File: src/rtl/run_ctrl_pkg.sv
// Shared run-control definitions: data path defaults,
// halt opcode and dump FSM state encoding.
package run_ctrl_pkg;

  localparam int DEF_ADDR_W = 8;
  localparam int DEF_DATA_W = 16;
  localparam logic [15:0] DEF_HALT_OPCODE = 16'hF000;

  typedef enum logic [2:0] {
    ST_RUN,
    ST_RD,
    ST_WAIT,
    ST_SEND,
    ST_DONE
  } state_t;

endpackage

File: src/rtl/halt_dump_ctrl_if.sv
// Valid/ready dump stream carrying one memory word
// with its address and end-of-dump marker.
interface halt_dump_ctrl_if
  import run_ctrl_pkg::*;
#(
  parameter int ADDR_W = DEF_ADDR_W,
  parameter int DATA_W = DEF_DATA_W
) ();

  logic              valid;
  logic              ready;
  logic [ADDR_W-1:0] addr;
  logic [DATA_W-1:0] data;
  logic              last;

  modport master (
    output valid,
    output addr,
    output data,
    output last,
    input  ready
  );

  modport slave (
    input  valid,
    input  addr,
    input  data,
    input  last,
    output ready
  );

endinterface

File: src/rtl/cycle_watchdog.sv
// Saturating cycle counter; fire holds once the limit
// is reached. A limit of 0 never fires.
module cycle_watchdog #(
  parameter int TIMEOUT_CYCLES = 1000
) (
  input  logic clk,
  input  logic rst,
  input  logic en,
  input  logic clear,
  output logic fire
);

  localparam int CW =
    (TIMEOUT_CYCLES > 1) ? $clog2(TIMEOUT_CYCLES) : 1;
  localparam logic [CW-1:0] LIMIT =
    (TIMEOUT_CYCLES == 0) ? '1 : CW'(TIMEOUT_CYCLES - 1);

  logic [CW-1:0] cnt;
  logic          top;

  assign top = (cnt == LIMIT);

  always_ff @(posedge clk) begin
    if (!rst || clear) begin
      cnt <= '0;
    end else if (en && !top) begin
      cnt <= cnt + 1'b1;
    end
  end

  if (TIMEOUT_CYCLES == 0) begin : g_off
    assign fire = 1'b0;
  end else begin : g_on
    assign fire = top;
  end

endmodule

File: src/rtl/halt_dump_ctrl.sv
// Run control: stalls the core on HALT or watchdog
// expiry, then streams data memory out word by word.
module halt_dump_ctrl
  import run_ctrl_pkg::*;
#(
  parameter int ADDR_W = DEF_ADDR_W,
  parameter int DATA_W = DEF_DATA_W,
  parameter logic [DATA_W-1:0] HALT_OPCODE =
    DATA_W'(DEF_HALT_OPCODE),
  parameter int TIMEOUT_CYCLES = 1000,
  parameter int DUMP_DEPTH = 256
) (
  input  logic              clk,
  input  logic              rst,
  input  logic [DATA_W-1:0] mem_instr,
  output logic              cpu_stall,
  output logic              dm_rd_en,
  output logic [ADDR_W-1:0] dm_addr,
  input  logic [DATA_W-1:0] dm_rdata,
  halt_dump_ctrl_if.master  dump,
  output logic              halted,
  output logic              timeout,
  output logic              done
);

  localparam logic [ADDR_W-1:0] LAST =
    ADDR_W'(DUMP_DEPTH - 1);

  state_t            state;
  state_t            nxt;
  logic [ADDR_W-1:0] addr;
  logic [ADDR_W-1:0] d_addr;
  logic [DATA_W-1:0] d_data;
  logic              d_last;
  logic              run;
  logic              hit;
  logic              fire;
  logic              accept;

  assign run    = (state == ST_RUN);
  assign hit    = run && (mem_instr == HALT_OPCODE);
  assign accept = (state == ST_SEND) && dump.ready;

  cycle_watchdog #(
    .TIMEOUT_CYCLES(TIMEOUT_CYCLES)
  ) u_wdog (
    .clk  (clk),
    .rst  (rst),
    .en   (run),
    .clear(!run),
    .fire (fire)
  );

  always_comb begin
    nxt = state;
    unique case (state)
      ST_RUN:  if (hit || fire) nxt = ST_RD;
      ST_RD:   nxt = ST_WAIT;
      ST_WAIT: nxt = ST_SEND;
      ST_SEND: if (dump.ready) nxt = d_last ? ST_DONE : ST_RD;
      ST_DONE: nxt = ST_DONE;
      default: nxt = ST_RUN;
    endcase
  end

  always_ff @(posedge clk) begin
    if (!rst) begin
      state   <= ST_RUN;
      addr    <= '0;
      d_addr  <= '0;
      d_data  <= '0;
      d_last  <= 1'b0;
      halted  <= 1'b0;
      timeout <= 1'b0;
      done    <= 1'b0;
    end else begin
      state <= nxt;
      // halt takes priority over a coincident expiry
      if (hit) begin
        halted <= 1'b1;
      end else if (run && fire) begin
        halted  <= 1'b1;
        timeout <= 1'b1;
      end
      if (state == ST_WAIT) begin
        d_data <= dm_rdata;
        d_addr <= addr;
        d_last <= (addr == LAST);
      end
      if (accept) begin
        if (d_last) done <= 1'b1;
        else        addr <= addr + 1'b1;
      end
    end
  end

  assign cpu_stall  = !run;
  assign dm_rd_en   = (state == ST_RD);
  assign dm_addr    = dm_rd_en ? addr : '0;
  assign dump.valid = (state == ST_SEND);
  assign dump.addr  = d_addr;
  assign dump.data  = d_data;
  assign dump.last  = d_last;

endmodule

File: src/flat_wrapper.sv
// flat-port wrapper written by rule: the top's interface ports become plain ports
module halt_dump_ctrl_flat import run_ctrl_pkg::*;
#(
  parameter int ADDR_W = DEF_ADDR_W,
  parameter int DATA_W = DEF_DATA_W,
  parameter logic [DATA_W-1:0] HALT_OPCODE =
    DATA_W'(DEF_HALT_OPCODE),
  parameter int TIMEOUT_CYCLES = 1000,
  parameter int DUMP_DEPTH = 256
)
  (clk, rst, mem_instr, cpu_stall, dm_rd_en, dm_addr, dm_rdata, halted, timeout, done, dump_valid, dump_addr, dump_data, dump_last, dump_ready);
  halt_dump_ctrl_if #(.ADDR_W(ADDR_W), .DATA_W(DATA_W)) dump_i ();
  input  logic clk;
  input  logic rst;
  input  logic [DATA_W-1:0] mem_instr;
  output logic cpu_stall;
  output logic dm_rd_en;
  output logic [ADDR_W-1:0] dm_addr;
  input  logic [DATA_W-1:0] dm_rdata;
  output logic halted;
  output logic timeout;
  output logic done;
  output wire logic [$bits(dump_i.valid)-1:0] dump_valid;
  output wire logic [$bits(dump_i.addr)-1:0] dump_addr;
  output wire logic [$bits(dump_i.data)-1:0] dump_data;
  output wire logic [$bits(dump_i.last)-1:0] dump_last;
  input wire logic [$bits(dump_i.ready)-1:0] dump_ready;
  assign dump_valid = dump_i.valid;
  assign dump_addr = dump_i.addr;
  assign dump_data = dump_i.data;
  assign dump_last = dump_i.last;
  assign dump_i.ready = dump_ready;
  halt_dump_ctrl #(.ADDR_W(ADDR_W), .DATA_W(DATA_W), .HALT_OPCODE(HALT_OPCODE), .TIMEOUT_CYCLES(TIMEOUT_CYCLES), .DUMP_DEPTH(DUMP_DEPTH)) u_core (.clk(clk), .rst(rst), .mem_instr(mem_instr), .cpu_stall(cpu_stall), .dm_rd_en(dm_rd_en), .dm_addr(dm_addr), .dm_rdata(dm_rdata), .dump(dump_i), .halted(halted), .timeout(timeout), .done(done));
endmodule
File: config.mk
export PLATFORM = sky130hd
export DESIGN_NAME = halt_dump_ctrl_flat
export DESIGN_NICKNAME = d
export VERILOG_FILES = /design/src/rtl/run_ctrl_pkg.sv /design/src/rtl/halt_dump_ctrl_if.sv /design/src/rtl/cycle_watchdog.sv /design/src/rtl/halt_dump_ctrl.sv /design/src/flat_wrapper.sv
export SDC_FILE = /design/constraint.sdc
export NUM_CORES = 1
export LEC_CHECK = 0
export CAP_MARGIN = 0
export CORE_MARGIN = 5
export CORE_UTILIZATION = 45
export DETAILED_ROUTE_END_ITERATION = 10
export PLACE_DENSITY_LB_ADDON = 0.08
export SYNTH_ARGS = -nofsm -noshare
export SYNTH_HDL_FRONTEND = slang
export SYNTH_SLANG_ARGS = --single-unit
File: constraint.sdc
create_clock -name clk -period 2.1 [get_ports clk]
set_clock_uncertainty 0.2 [all_clocks]
set_input_delay 0.315 -clock clk [delete_from_list [all_inputs] [get_ports clk]]
set_output_delay 0.315 -clock clk [all_outputs]
set_load 0.02 [all_outputs]
---- Word-level counts from Yosys, hierarchy flattened ----
Cells that the tools add are included.
operators by class
  add/subtract/negate cells ............... 2
  equal/unequal tests ..................... 9
  mux-type cells .......................... 7
  bitwise operators ....................... 2
  reduce and logical (&&, ||, !) cells .... 15
operators by type and width
  kind                   count
  $eq 16x16->1 const B   1
  $pmux 3 s5             1
  $add 10x1->10 const B  1
  $eq 10x10->1 const B   1
  $mux 3                 3
  $add 8x1->8 const B    1
  $eq 8x8->1 const B     1
  $mux 8                 1
  $reduce_and 2->1       4
  $eq 3x2->1 const B     2
  $logic_and 1x1->1      4
  $eq 3x1->1 const B     1
  $eq 3x3->1 const B     1
  $logic_not 1->1        3
  $logic_not 3->1        1
  $logic_or 1x1->1       2
  $mux 1                 2
  $ne 2x1->1 const B     1
  $ne 2x2->1 const B     1
  $not 1->1              2
  $reduce_bool 2->1      1
word-level totals
  register bits ........................... 49
  bits of input ports ..................... 35
  output and inout port bits .............. 39
  word-level logic and storage cells ...... 44

---- Longest topological paths before layout ----
  depth after elaboration ................. 5
  depth in mapped cells ................... 6
  depth with buffers taken out ............ 5

---- By module ----
Synthesis repeated with hierarchy kept, for this count alone.
unflattened totals
  cells, all modules ...................... 254
  area total of the unflattened synthesis .. 2119.5 sq um
modules (own cells, without submodules)
  module          instances  cells each  area each (sq um)  sequential area each (sq um)
  halt_dump_ctrl  1          201         1614.0             780.7
  cycle_watchdog  1          53          505.5              200.2

---- Least setup slack after synthesis ----
Ideal clock, no wire load.
  path kind ............................... reg-to-output
  start point ............................. register u_core.state[0]
  end point ............................... output port dm_addr[0]
  arrival ................................. 1.635 ns
  required time ........................... 1.585 ns
  setup slack ............................. -0.050 ns
  stages on the path, launching flop included .. 4
  buffers on the path ..................... 0
  cells stage by stage .................... dfxtp_1 inv_1 nor3_1 and2_1
on the way
  word-level cells in the longest chain between the ends .. 2
RTL lines
  element                   line                  source
  start: declaration        halt_dump_ctrl.sv:29  state_t state;
  start signal: assignment  halt_dump_ctrl.sv:77  state <= nxt;
  $eq 3x1->1                halt_dump_ctrl.sv:98  assign dm_rd_en = (state == ST_RD);
  named net dm_rd_en        flat_wrapper.sv:17    output logic dm_rd_en;
  $mux 8                    halt_dump_ctrl.sv:99  assign dm_addr = dm_rd_en ? addr : '0;
  end: declaration          flat_wrapper.sv:18    output logic [ADDR_W-1:0] dm_addr;
The timed path passes the listed nets, and every way through them passes these cells.

---- Final worst setup path ----
  start point ............................. input port mem_instr[9]
  end point ............................... register u_core.timeout
on the way
  word-level cells in the longest chain between the ends .. 4
RTL lines
  element                     line                  source
  start: declaration          flat_wrapper.sv:15    input logic [DATA_W-1:0] mem_instr;
  $eq 16x16->1                halt_dump_ctrl.sv:41  assign hit = run && (mem_instr == HALT_OPCODE);
  $logic_and 1x1->1           halt_dump_ctrl.sv:41
  $not 1->1 (no line)         n/a
  $reduce_and 2->1 (no line)  n/a
  end signal: assignment      halt_dump_ctrl.sv:74  timeout <= 1'b0;
  end signal: assignment      halt_dump_ctrl.sv:83  timeout <= 1'b1;
  end: declaration            halt_dump_ctrl.sv:22  output logic timeout,
Every way passes these cells.
A chain may end at the register's enable or synchronous reset.

==> results.yml <==
floorplanning:
  start_util: 0.457
  num_io_pins: 74
  placeableCoreArea_um2: 4630
  num_rows: 25
  die_x_um: 78.6
  die_h_um: 78.6
  die_area_um2: 6180
final_layout:
  drive_above_1_share: 0.111
  area_growth_pct: 43.6
  fin_util: 0.657
  ff_latch_area_um2: 981
  antenna_cells: 0
  multi_input_area_um2: 1090
  fillCellCount: 421
  fin_cells: 386
  final_nets: 368
placed_design:
  dp.cells: 378
  gp_congestion: 0.853
  hpwl_um: 3550
  port_buffers: 73
hold_path:
  hold_class: "reg2reg"
  whs_endpoint: "u_core.dump.data[0]"
  min_from: "u_core.dump.data[0]"
  hold_path_depth: 2
power:
  powerDensity_nw_per_um2: 521
  vdd_drop_max_mv: 0.376
  power_leakage_nw: 1.08
  p_total_mw: 1.58
drt:
  vias_per_cell: 5.02
  drtIter0Drc: 91
  ant_nets: 0
  routedWlPerCell_um: 12.3
  drt-total-wl_um: 4760
  remaining_drc_errors: 0
  highest_layer: "met4"
  wl_met2_um: 2220
  dr_wl_met3_um: 350
  route.vias.total: 1939
  firstDrtPassIters: 4
  wl_met1_um: 2120
clock_tree:
  clk_latency_ns: 0.30
  post_cts_buffers: 0
  cts_root_buffer: "clkbuf_8"
  clock_sink_count: 49
  cts_hold_buf: 0
  clockBufferDepth: 2
  path_clk_slew_ns: 0.09
  cts_tree: "done"
  cts_made_buffers: 5
  cts_max_level: 2
logic_synthesis:
  synthCells: 245
  synth_top_area_share: 0.463
  avgSynthCellArea_um2: 8.64
  yosysSeqAreaShare: 0.463
  synth_top_area_cell: "dfxtp_1"
  syn_nets: 282
  ys_types: 40
  syn_area_um2: 2120
  synth_edf_count: 0
  synth_warnings: 0
  synth_top_cells_by_area: "dfxtp_1 (46%), nand2_1 (11%), a21boi_0 (9.2%)"
  synthFlopType: "dfxtp_1"
  synth_seq_cells: 49
  synthArstFlopShare: 0
global_route:
  grt_max_degree: 27
  overflow: 0
  grt.total_usage: 0.161
  first_global_vias: 1921
  grt_first_pass_wirelength_um: 8060
  grt_antenna_before_repair: 0
sta:
  drv_slew: 0
  tightest_slew_ns: 0.394
  finalCriticalPeriod_ns: 1.89
  finalCritPeriodShare: 0.902
  relSlewSlack: 0.737
  hold_viol: 0
  whs_ns: 0.266
  finalSetupViolCount: 0
  rsz0062_at_grt: "false"
  fmax_ghz: 0.528
  tns_ns: 0
worst_setup_path:
  reg2reg_slack_ns: 0.23
  path_max_fanout: 3
  cp-start-kind: "input port"
  crit_type: "in2reg"
  crit_arrival_ns: 1.89
  r2r_start: "u_core.u_wdog.cnt[0]"
  end_kind: "flip-flop"
  ff2ff_path_depth: 5
  startpoint: "mem_instr[9]"
  required_ns: 2.09
  r2r-end: "u_core.timeout"
status:
  status: "finished clean"
job:
  drv_cap: 0
cells in the final DEF (no fill, tap or decap), drive strengths merged, types with 2 or more instances in the layout:
master	instances
a21boi	26
a21oi	3
a31oi	3
and2	14
buf	16
clkbuf	15
clkdlybuf4s50	62
dfxtp	49
dlygate4sd2	2
ha	2
inv	3
nand2	62
nand2b	2
nand3	7
nand4	4
nor2	10
nor2b	5
nor3	6
nor4	6
o211ai	2
o21a	2
o21ai	3
or4	3
xnor2	11
cells in the mapped netlist, types with 3 or more instances:
| master | instances |
|---|---|
| nand2_1 | 61 |
| nor4_1 | 5 |
| nand4_1 | 4 |
| nor2b_1 | 5 |
| a21oi_1 | 3 |
| and2_1 | 14 |
| nor3_1 | 5 |
| o21ai_0 | 3 |
| clkbuf_1 | 4 |
| a31oi_1 | 3 |
| xnor2_1 | 11 |
| dfxtp_1 | 49 |
| a21boi_0 | 26 |
| nor2_1 | 10 |
| nand3_1 | 7 |
| buf_2 | 4 |
state kept, by name, summed over array words and instances, names as in the netlist:
name	count
u_core.addr	8
u_core.done	1
u_core.dump.addr	8
u_core.dump.data	16
u_core.dump.last	1
u_core.halted	1
u_core.state	3
u_core.timeout	1
u_core.u_wdog.cnt	10
critical path: stages:
cell	delay [ns]
clkdlybuf4s50_1	0.39
or4b_1	0.53
nor4_2	0.39
nor3_1	0.08
o21a_1	0.17
how the worst max path moves through the flow:
| stage | endpoint | cells past startpoint | slack, ns |
|---|---|---|---|
| after global routing | dm_addr[4] | 5 | 0.08 |
| after CTS | dm_addr[5] | 5 | 0.01 |
| after detailed placement | u_core.timeout | 5 | -0.12 |
| after global placement | u_core.timeout | 5 | -0.09 |
| final | u_core.timeout | 5 | 0.21 |
| after floorplan | dm_addr[0] | 3 | 0.23 |
power breakdown:
group          internal [mW]  switching (mW)
registers              0.933         0.00563
clock network          0.236           0.303
logic                 0.0745          0.0308
total                   1.24           0.339
cell type report:
type | count | share of cell area
clock buffer | 7 | 0.0251
clock inverter | 1 | 0.00247
inverter | 3 | 0.00370
multi-input combinational | 183 | 0.357
sequential | 49 | 0.323
tap | 54 | 0.0222
timing repair buffer | 89 | 0.267
kinds of logic (layout without fill, tap and decap cells):
family	Yosys count	count (layout)	share of synthesized area
XOR/XNOR	12	12	0.0496
flip-flops	49	49	0.463
AND/OR/NAND/NOR	126	126	0.301
adder cells (fa/ha/maj)	2	2	0.0118
buffers and inverters	13	100	0.0290
AO/OA/AOI/OAI	43	43	0.145
per-layer routing:
metal | track usage | vias to the layer above
met5 | 0 | -
li1 | - | 1008
met3 | 0.0608 | 7
met4 | 0.0472 | 0
met1 | 0.172 | 862
met2 | 0.294 | 62
stage by stage:
stage,area (um2),setup slack (ns)
floorplan,2120,0.234
global placement,3000,-0.0867
detailed placement,3000,-0.122
CTS,3070,0.0101
global route,3040,0.0850
finish,3040,0.207
repair_timing:
| item | CTS | global route |
|---|---|---|
| cloned | 0 | 0 |
| gates resized for setup | 10 | 17 |
| endpoints found under the setup margin | 10 | 9 |
(Power assumes the default switching activity.)
